==> src/rtl/pong_text_pkg.sv <==
// Shared constants for the credits banner: FSM state codes and banner geometry.
package pong_text_pkg;

  localparam int BANNER_W = 128;
  localparam int BANNER_H = 16;

  localparam logic [2:0] ST_IDLE       = 3'd0;
  localparam logic [2:0] ST_SCROLL_IN  = 3'd1;
  localparam logic [2:0] ST_HOLD       = 3'd2;
  localparam logic [2:0] ST_SCROLL_OUT = 3'd3;
  localparam logic [2:0] ST_FINISH     = 3'd4;

  // Banner is drawn only while it is moving or parked on screen.
  function automatic logic is_rendering(input logic [2:0] st);
    return (st == ST_SCROLL_IN) || (st == ST_HOLD) || (st == ST_SCROLL_OUT);
  endfunction

endpackage

==> src/rtl/text_pixel_pipe.sv <==
// Two-stage pixel pipeline: stage 1 registers the font address, stage 2 lines
// the bit index and window flag up with the font ROM's registered read data.
module text_pixel_pipe (
  input  logic        clk,
  input  logic        reset,
  input  logic        in_win,
  input  logic [6:0]  char_code,
  input  logic [3:0]  glyph_row,
  input  logic [2:0]  bit_idx,
  input  logic [7:0]  font_word,
  output logic [10:0] font_addr,
  output logic        text_on
);

  logic [1:0] vld_pipe;
  logic [2:0] bit_s1;
  logic [2:0] bit_s2;

  // Stage 1 captures address/bit/flag; stage 2 delays bit/flag one more clock.
  always_ff @(posedge clk) begin
    if (reset) begin
      font_addr <= '0;
      bit_s1    <= '0;
      bit_s2    <= '0;
      vld_pipe  <= '0;
    end else begin
      font_addr <= {char_code, glyph_row};
      bit_s1    <= bit_idx;
      bit_s2    <= bit_s1;
      vld_pipe  <= {vld_pipe[0], in_win};
    end
  end

  // Bit 7 of the font row is the leftmost pixel.
  assign text_on = vld_pipe[1] & font_word[3'd7 - bit_s2];

endmodule

==> src/rtl/credits_scroll_ctrl.sv <==
// Credits banner controller: scrolls a 128x16 text banner in from the right,
// holds it centred for a number of frames, scrolls it out to the left.
module credits_scroll_ctrl
  import pong_text_pkg::*;
#(
  parameter int TEXT_Y      = 32,
  parameter int START_X     = 640,
  parameter int CENTER_X    = 256,
  parameter int END_X       = -128,
  parameter int HOLD_FRAMES = 120
) (
  input  logic        clk,
  input  logic        reset,
  input  logic        video_on,
  input  logic [9:0]  pixel_x,
  input  logic [9:0]  pixel_y,
  input  logic        frame_tick,
  input  logic        start,
  input  logic [6:0]  char_code,
  input  logic [7:0]  font_word,
  output logic [7:0]  char_xy,
  output logic [10:0] font_addr,
  output logic        text_on,
  output logic        busy,
  output logic        done
);

  localparam logic signed [10:0] START_BX  = 11'(START_X);
  localparam logic signed [10:0] CENTER_BX = 11'(CENTER_X);
  localparam logic signed [10:0] END_BX    = 11'(END_X);
  localparam logic signed [10:0] TEXT_Y11  = 11'(TEXT_Y);
  localparam logic signed [10:0] W_LAST    = 11'(BANNER_W - 1);
  localparam logic signed [10:0] H_LAST    = 11'(BANNER_H - 1);
  localparam logic [15:0]        HOLD_N    = 16'(HOLD_FRAMES);

  logic [2:0]         state;
  logic signed [10:0] bx;
  logic signed [10:0] bx_dec;
  logic [15:0]        hold_cnt;
  logic [15:0]        hold_inc;

  assign bx_dec   = bx - 11'sd1;
  assign hold_inc = hold_cnt + 16'd1;

  // Sequencer: bx and the hold counter only move on frame_tick so the banner
  // stays still for the whole visible frame.
  always_ff @(posedge clk) begin
    if (reset) begin
      state    <= ST_IDLE;
      bx       <= START_BX;
      hold_cnt <= '0;
    end else begin
      case (state)
        ST_IDLE: if (start) begin
          state    <= ST_SCROLL_IN;
          bx       <= START_BX;
          hold_cnt <= '0;
        end
        ST_SCROLL_IN: if (frame_tick) begin
          bx <= bx_dec;
          if (bx_dec == CENTER_BX) state <= ST_HOLD;
        end
        ST_HOLD: if (frame_tick) begin
          hold_cnt <= hold_inc;
          if (hold_inc == HOLD_N) state <= ST_SCROLL_OUT;
        end
        ST_SCROLL_OUT: if (frame_tick) begin
          bx <= bx_dec;
          if (bx_dec == END_BX) state <= ST_FINISH;
        end
        ST_FINISH: state <= ST_IDLE;
        default:   state <= ST_IDLE;
      endcase
    end
  end

  assign busy = (state != ST_IDLE);
  assign done = (state == ST_FINISH);

  // Banner-relative coordinates. 11-bit signed range covers every
  // pixel_x - bx combination without aliasing back into the window.
  logic signed [10:0] rel_x;
  logic signed [10:0] rel_y;
  logic               in_win;

  assign rel_x = $signed({1'b0, pixel_x}) - bx;
  assign rel_y = $signed({1'b0, pixel_y}) - TEXT_Y11;

  // Window test; off-screen banner columns simply never match a pixel.
  always_comb begin
    in_win = video_on && is_rendering(state) &&
             (rel_x >= 11'sd0) && (rel_x <= W_LAST) &&
             (rel_y >= 11'sd0) && (rel_y <= H_LAST);
  end

  assign char_xy = in_win ? {4'h0, rel_x[6:3]} : 8'h00;

  text_pixel_pipe u_pipe (
    .clk       (clk),
    .reset     (reset),
    .in_win    (in_win),
    .char_code (char_code),
    .glyph_row (rel_y[3:0]),
    .bit_idx   (rel_x[2:0]),
    .font_word (font_word),
    .font_addr (font_addr),
    .text_on   (text_on)
  );

endmodule

==> config.mk <==
export PLATFORM = sky130hd
export DESIGN_NAME = credits_scroll_ctrl
export DESIGN_NICKNAME = d
export VERILOG_FILES = /design/src/rtl/pong_text_pkg.sv /design/src/rtl/text_pixel_pipe.sv /design/src/rtl/credits_scroll_ctrl.sv
export SDC_FILE = /design/constraint.sdc
export NUM_CORES = 1
export LEC_CHECK = 0
export BUFFER_PORTS_ARGS = -buffer_cell sky130_fd_sc_hd__buf_2
export CAP_MARGIN = 20
export CORE_MARGIN = 1
export CORE_UTILIZATION = 54
export DETAILED_ROUTE_END_ITERATION = 12
export PLACE_DENSITY = 0.89
export RECOVER_POWER = 100
export SLEW_MARGIN = 20
export SYNTH_ARGS = -nofsm -noshare
export SYNTH_HDL_FRONTEND = slang
export SYNTH_HIERARCHICAL = 1
export SYNTH_SLANG_ARGS = --single-unit
==> constraint.sdc <==
create_clock -name clk -period 3.5 [get_ports clk]
set_clock_uncertainty 0.1 [all_clocks]
set_input_delay 0.7 -clock clk [delete_from_list [all_inputs] [get_ports clk]]
set_output_delay 0.7 -clock clk [all_outputs]
set_load 0.005 [all_outputs]
# Yosys cells after proc, flatten, opt, wreduce, memory -nomap -nowiden
# Cells that the tools add are included.
op_classes:
  add_sub_neg: 5
  magnitude_cmp: 5
  eq_ne: 15
  n_mux: 17
  n_bitwise: 1
  reduce_logical: 15
ops:
  columns: ["cell", "n"]
  rows:
  - ["$mux W16", 2]
  - ["$pmux W16 S2", 1]
  - ["$ge A11 B1 Y1 const B", 2]
  - ["$mux W11", 2]
  - ["$pmux W11 S2", 1]
  - ["$mux W3", 7]
  - ["$add A16 B1 Y16 const B", 1]
  - ["$eq A16 B7 Y1 const B", 1]
  - ["$ne A2 B2 Y1 const B", 7]
  - ["$pmux W3 S4", 1]
  - ["$eq A11 B10 Y1 const B", 1]
  - ["$eq A11 B8 Y1 const B", 1]
  - ["$le A11 B5 Y1 const B", 1]
  - ["$le A11 B8 Y1 const B", 1]
  - ["$sub A10 B6 Y11 const B", 1]
  - ["$sub A11 B11 Y11", 1]
  - ["$sub A11 B2 Y11 const B", 1]
  - ["$reduce_and A7 Y1", 1]
  - ["$eq A3 B2 Y1 const B", 2]
  - ["$reduce_and A3 Y1", 2]
  - ["$logic_and A1 B1 Y1", 5]
  - ["$lt A3 B4 Y1 const B", 1]
  - ["$mux W4", 1]
  - ["$reduce_bool A2 Y1", 2]
  - ["other kinds (11)", 12]
word_totals:
  register_bits: 49
  inputBits: 40
  out_inout_bits: 22
  word_cells: 65

# Depth between registers and ports, before layout
logic_depth:
  word_depth: 9
  mapped_depth: 10
  depth_no_buf: 10

# Cells and area by module
# Netlist, hierarchy kept.
by_module_without_submodules:
  columns: ["module", "instances", "cells_per_inst", "area_each_um2", "seq_area_each_um2"]
  rows:
  - ["credits_scroll_ctrl", 1, 359, 2575.0, 600.6]
  - ["text_pixel_pipe", 1, 46, 575.6, 380.4]

# Worst setup path before layout
# Ideal clock, no wire load.
synth_timing:
  path_type: "input to output"
  start: "in pixel_x[2]"
  end: "out char_xy[0]"
  t_arrival_ns: 2.621
  required_ns: 2.700
  slack_ns: 0.079
  stages: 7
  path_buffers: 0
  cell_sequence: "ha_1 nor2b_1 o21ai_0 a21oi_1 or4b_2 o211a_1 nor4_1"
synth_via:
  elab_chain_len: 7
  word_cells_on_any_way: 8
  classes_between: "add/sub (1); order compare (2); mux (1); reduce/logical (4)"
synth_lines:
  columns: ["item", "line_no", "rtl"]
  rows:
  - ["start: declaration", "credits_scroll_ctrl.sv:15", "input logic [9:0] pixel_x,"]
  - ["$sub A11 B11 Y11 *", "credits_scroll_ctrl.sv:86", "assign rel_x = $signed({1'b0, pixel_x}) - bx;"]
  - ["$ge A11 B1 Y1", "credits_scroll_ctrl.sv:92", "(rel_x >= 11'sd0) && (rel_x <= W_LAST) &&"]
  - ["$logic_and A1 B1 Y1", "credits_scroll_ctrl.sv:91", "in_win = video_on && is_rendering(state) &&"]
  - ["$logic_and A1 B1 Y1 (2 in a row)", "credits_scroll_ctrl.sv:92", null]
  - ["$logic_and A1 B1 Y1", "credits_scroll_ctrl.sv:93", "(rel_y >= 11'sd0) && (rel_y <= H_LAST);"]
  - ["$mux W4 *", "credits_scroll_ctrl.sv:96", "assign char_xy = in_win ? {4'h0, rel_x[6:3]} : 8'h00;"]
  - ["end: declaration", "credits_scroll_ctrl.sv:21", "output logic [7:0] char_xy,"]
# Mark *: on every way between the ends. The rest lies on a longest branch, timed or not.

# Worst setup path in the final report
layout_timing:
  start: "in pixel_x[0]"
  end: "out char_xy[3]"
# The elaborated chain is that of the path after synthesis.

==> impl_metrics.toml <==
[critical_path]
start_kind = "input pin"
endpoint_kind = "output port"
worstSetupPathType = "in -> out"
required_ns = 2.70
crit_fanout = 5
worstPathArrival_ns = 2.68

[layout]
n_antenna_cell = 0
fin_nets = 523
fin_cells = 539
drive_gt1_share_pct = 24.8
synthToLayoutAreaGrowth_pct = 20.2

[timing]
hold_viol = 0
min_period_over_period_pct = 99.6
fmax_ghz = 0.287
max_slew.worst_pin.slew_ns = 2.05
max_slew_margin_pct = -36.7
finalCriticalPeriod_ns = 3.48
slew_violations = 49
setup-violations-final = 0

[floorplan]
fp-row-count = 27
fp.dieH_um = 78.4
core_sq_mm = 0.00557
initial_core_util_pct = 56.5
pin_count = 62
die-area_sq_mm = 0.00614
die_w_um = 78.4

[clock_tree]
cts_made_buffers = 5
clock_sinks = 49
h-tree-depth = 2
worstSkewPairLatency_ns = 0.31
root_buffer = "clkbuf_8"
cts_tree = "done"
clk_transition_reported_paths_ns = 0.09
ctsHoldBuffers = 0
clock_path_buffers = 2

[pwr]
total_power_w = 0.00124
leakage_nw = 1.49
pwr_density_cell_mw_per_mm2 = 329
ir_drop_mv = 0.190

[synth]
synthCells = 405
synth_top_area_share_pct = 31.1
syn-cell-area_sq_mm = 0.00315
async_flop_share_pct = 0
synth.distinct_cells = 64
ys_seq_elements = 49
yosysSeqAreaShare_pct = 31.1
postSynthAreaPerCell_sq_um = 7.78
synth_area_leaders = "dfxtp_1 31%, ha_1 6.4%, nor2_1 5.8%, a21oi_1 5.2%, nor2b_1 4.2%"
yosys_warnings = 6
synth_top_area_cell = "dfxtp_1"
synthFlopType = "dfxtp_1"
synth_edf_count = 0

[placement]
hpwlAfterDp_um = 5520
io_buffers = 57
place_congestion = 0.894
place_inst = 527

[global_route]
antenna_found_initial = 0
gr-total-overflow = 0
grt_pass1_vias = 2864
grt_pass1_wl_um = 12900
grt_use_total_pct = 26.1
grt_max_degree = 49

[route]
num_vias = 3242
drc_errors = 0
first_iter_violations = 300
wl_per_cell_um = 15.1
wirelength_um = 8160
routed_via_density = 6.01
ant_nets = 0
firstDrtPassIters = 5

[hold_path]
hp-class = "reg -> reg"

[status]
outcome = "complete, but fails checks"
violations = "capacitance limit, slew limit"

[run]
max-cap-violations = 1
## synthesized netlist by cell type, types with 5 or more instances
cell	number
nor3_1	13
nor2b_1	21
nand4_1	7
nand3_1	20
inv_1	19
o31ai_1	5
nor4_1	7
a311oi_1	5
xnor2_1	8
nor2_1	49
or3_1	9
nand2_1	24
clkbuf_1	15
dfxtp_1	49
o21ai_0	26
a21oi_1	33
ha_1	16
## worst paths after layout
| kind | to | start | slack, ns | cells after the start |
|---|---|---|---|---|
| max | char_xy[3] | pixel_x[0] | 0.02 | 12 |
| min | u_pipe/bit_s2[1] | u_pipe/bit_s1[1] | 0.35 | 1 |
| max reg2reg | state[0] | bx[0] | 0.43 | 9 |
| min reg2reg | u_pipe/bit_s2[1] | u_pipe/bit_s1[1] | 0.35 | 1 |
## sequential cells by signal, indices dropped and copies added, names as in the netlist
name and cells:
u_pipe/bit_s2 3, u_pipe/vld_pipe 2, bx 11, u_pipe/bit_s1 3
hold_cnt 16, u_pipe/font_addr 11, state 3
## cell type report
cell class / instances / area (sq um)
Sequential cell: 49 / 993
Clock inverter: 3 / 26.3
Fill cell: 421 / 1790
Inverter: 19 / 73.8
Multi-Input combinational cell: 317 / 2130
Clock buffer: 5 / 68.8
Tap cell: 72 / 90.1
Timing Repair Buffer: 74 / 408
## through the flow
step                      TNS, ns  utilization, %  worst slack (ns)  area [sq um]  hold slack, ns
after floorplan                 0               -            0.0788          3160           0.314
after global placement     -0.575            63.2            -0.147          3520           0.317
after detailed placement   -0.885            63.2            -0.252          3520           0.328
after CTS                       0            65.8            0.0102          3670           0.350
after global routing       -0.205            67.9           -0.0809          3790           0.361
final                           0            67.9            0.0151          3790           0.347
## cells by family (layout without fill, tap and decap cells)
| kind of cell | count (synthesis) | count (layout) | synth area share, % |
|---|---|---|---|
| xor+xnor | 11 | 11 | 3.06 |
| simple gates | 181 | 181 | 31.3 |
| compound gates | 98 | 98 | 19.1 |
| fa+ha+maj | 17 | 17 | 6.99 |
| other cells | 1 | 4 | 0.119 |
| buf+inv | 42 | 101 | 5.80 |
| mux | 6 | 6 | 2.46 |
| flops | 49 | 49 | 31.1 |
## power breakdown
group          switching (W)  internal, W  leakage, nW  total [W]
logic               0.000167     0.000134         1.04   0.000301
registers          0.0000167     0.000576        0.403   0.000593
clock network       0.000205     0.000145       0.0423   0.000351
total               0.000389     0.000856         1.49    0.00124
## per-layer routing
| layer | up-vias | global-route usage [%] | part of all wire [%] |
|---|---|---|---|
| li1 | 1576 | - | - |
| met2 | 144 | 44.1 | 50 |
| met1 | 1502 | 31.9 | 41 |
| met3 | 20 | 5.23 | 6.7 |
| met5 | - | 0 | 0 |
| met4 | 0 | 11.3 | 2.6 |
## layout by cell type (no fill, tap or decap), types with 3 or more instances in the layout
master    count
a211oi_1      3
a21oi_1      30
a311oi_1      5
a31oi_1       4
and4_1        4
buf_2        50
buf_4        16
clkbuf_1      7
clkbuf_8      5
conb_1        4
dfxtp_1      43
dfxtp_2       4
ha_1         14
inv_1        17
mux2i_1       3
nand2_1      24
nand2b_1      3
nand3_1      19
nand3b_1      3
nand4_1       7
nor2_1       49
nor2b_1      19
nor3_1       12
nor4_1        4
nor4_2        4
nor4b_1       3
o21a_1        4
o21ai_0      23
o21ai_2       3
o31ai_1       4
or3_1         9
xnor2_1       8
xor2_1        3
## worst max-delay path: stages
cell and delay, ns:
buf_6 0.08, inv_4 0.03, ha_4 0.15, fa_2 0.35, nor2b_2 0.13, o21ai_2 0.09
a21oi_2 0.17, buf_4 0.16, mux2i_4 0.24, a21oi_4 0.10, nor4_1 0.30, buf_2 0.17
## what timing repair did
| action | CTS | global route |
|---|---|---|
| endpoints found under the setup margin | 4 | 4 |
| buffers inserted | 1 | 3 |
| pin swaps | 6 | 17 |
| cloned | 0 | 0 |
| gates resized for setup | 16 | 31 |
No activity file was read; power rests on OpenSTA's default activity.
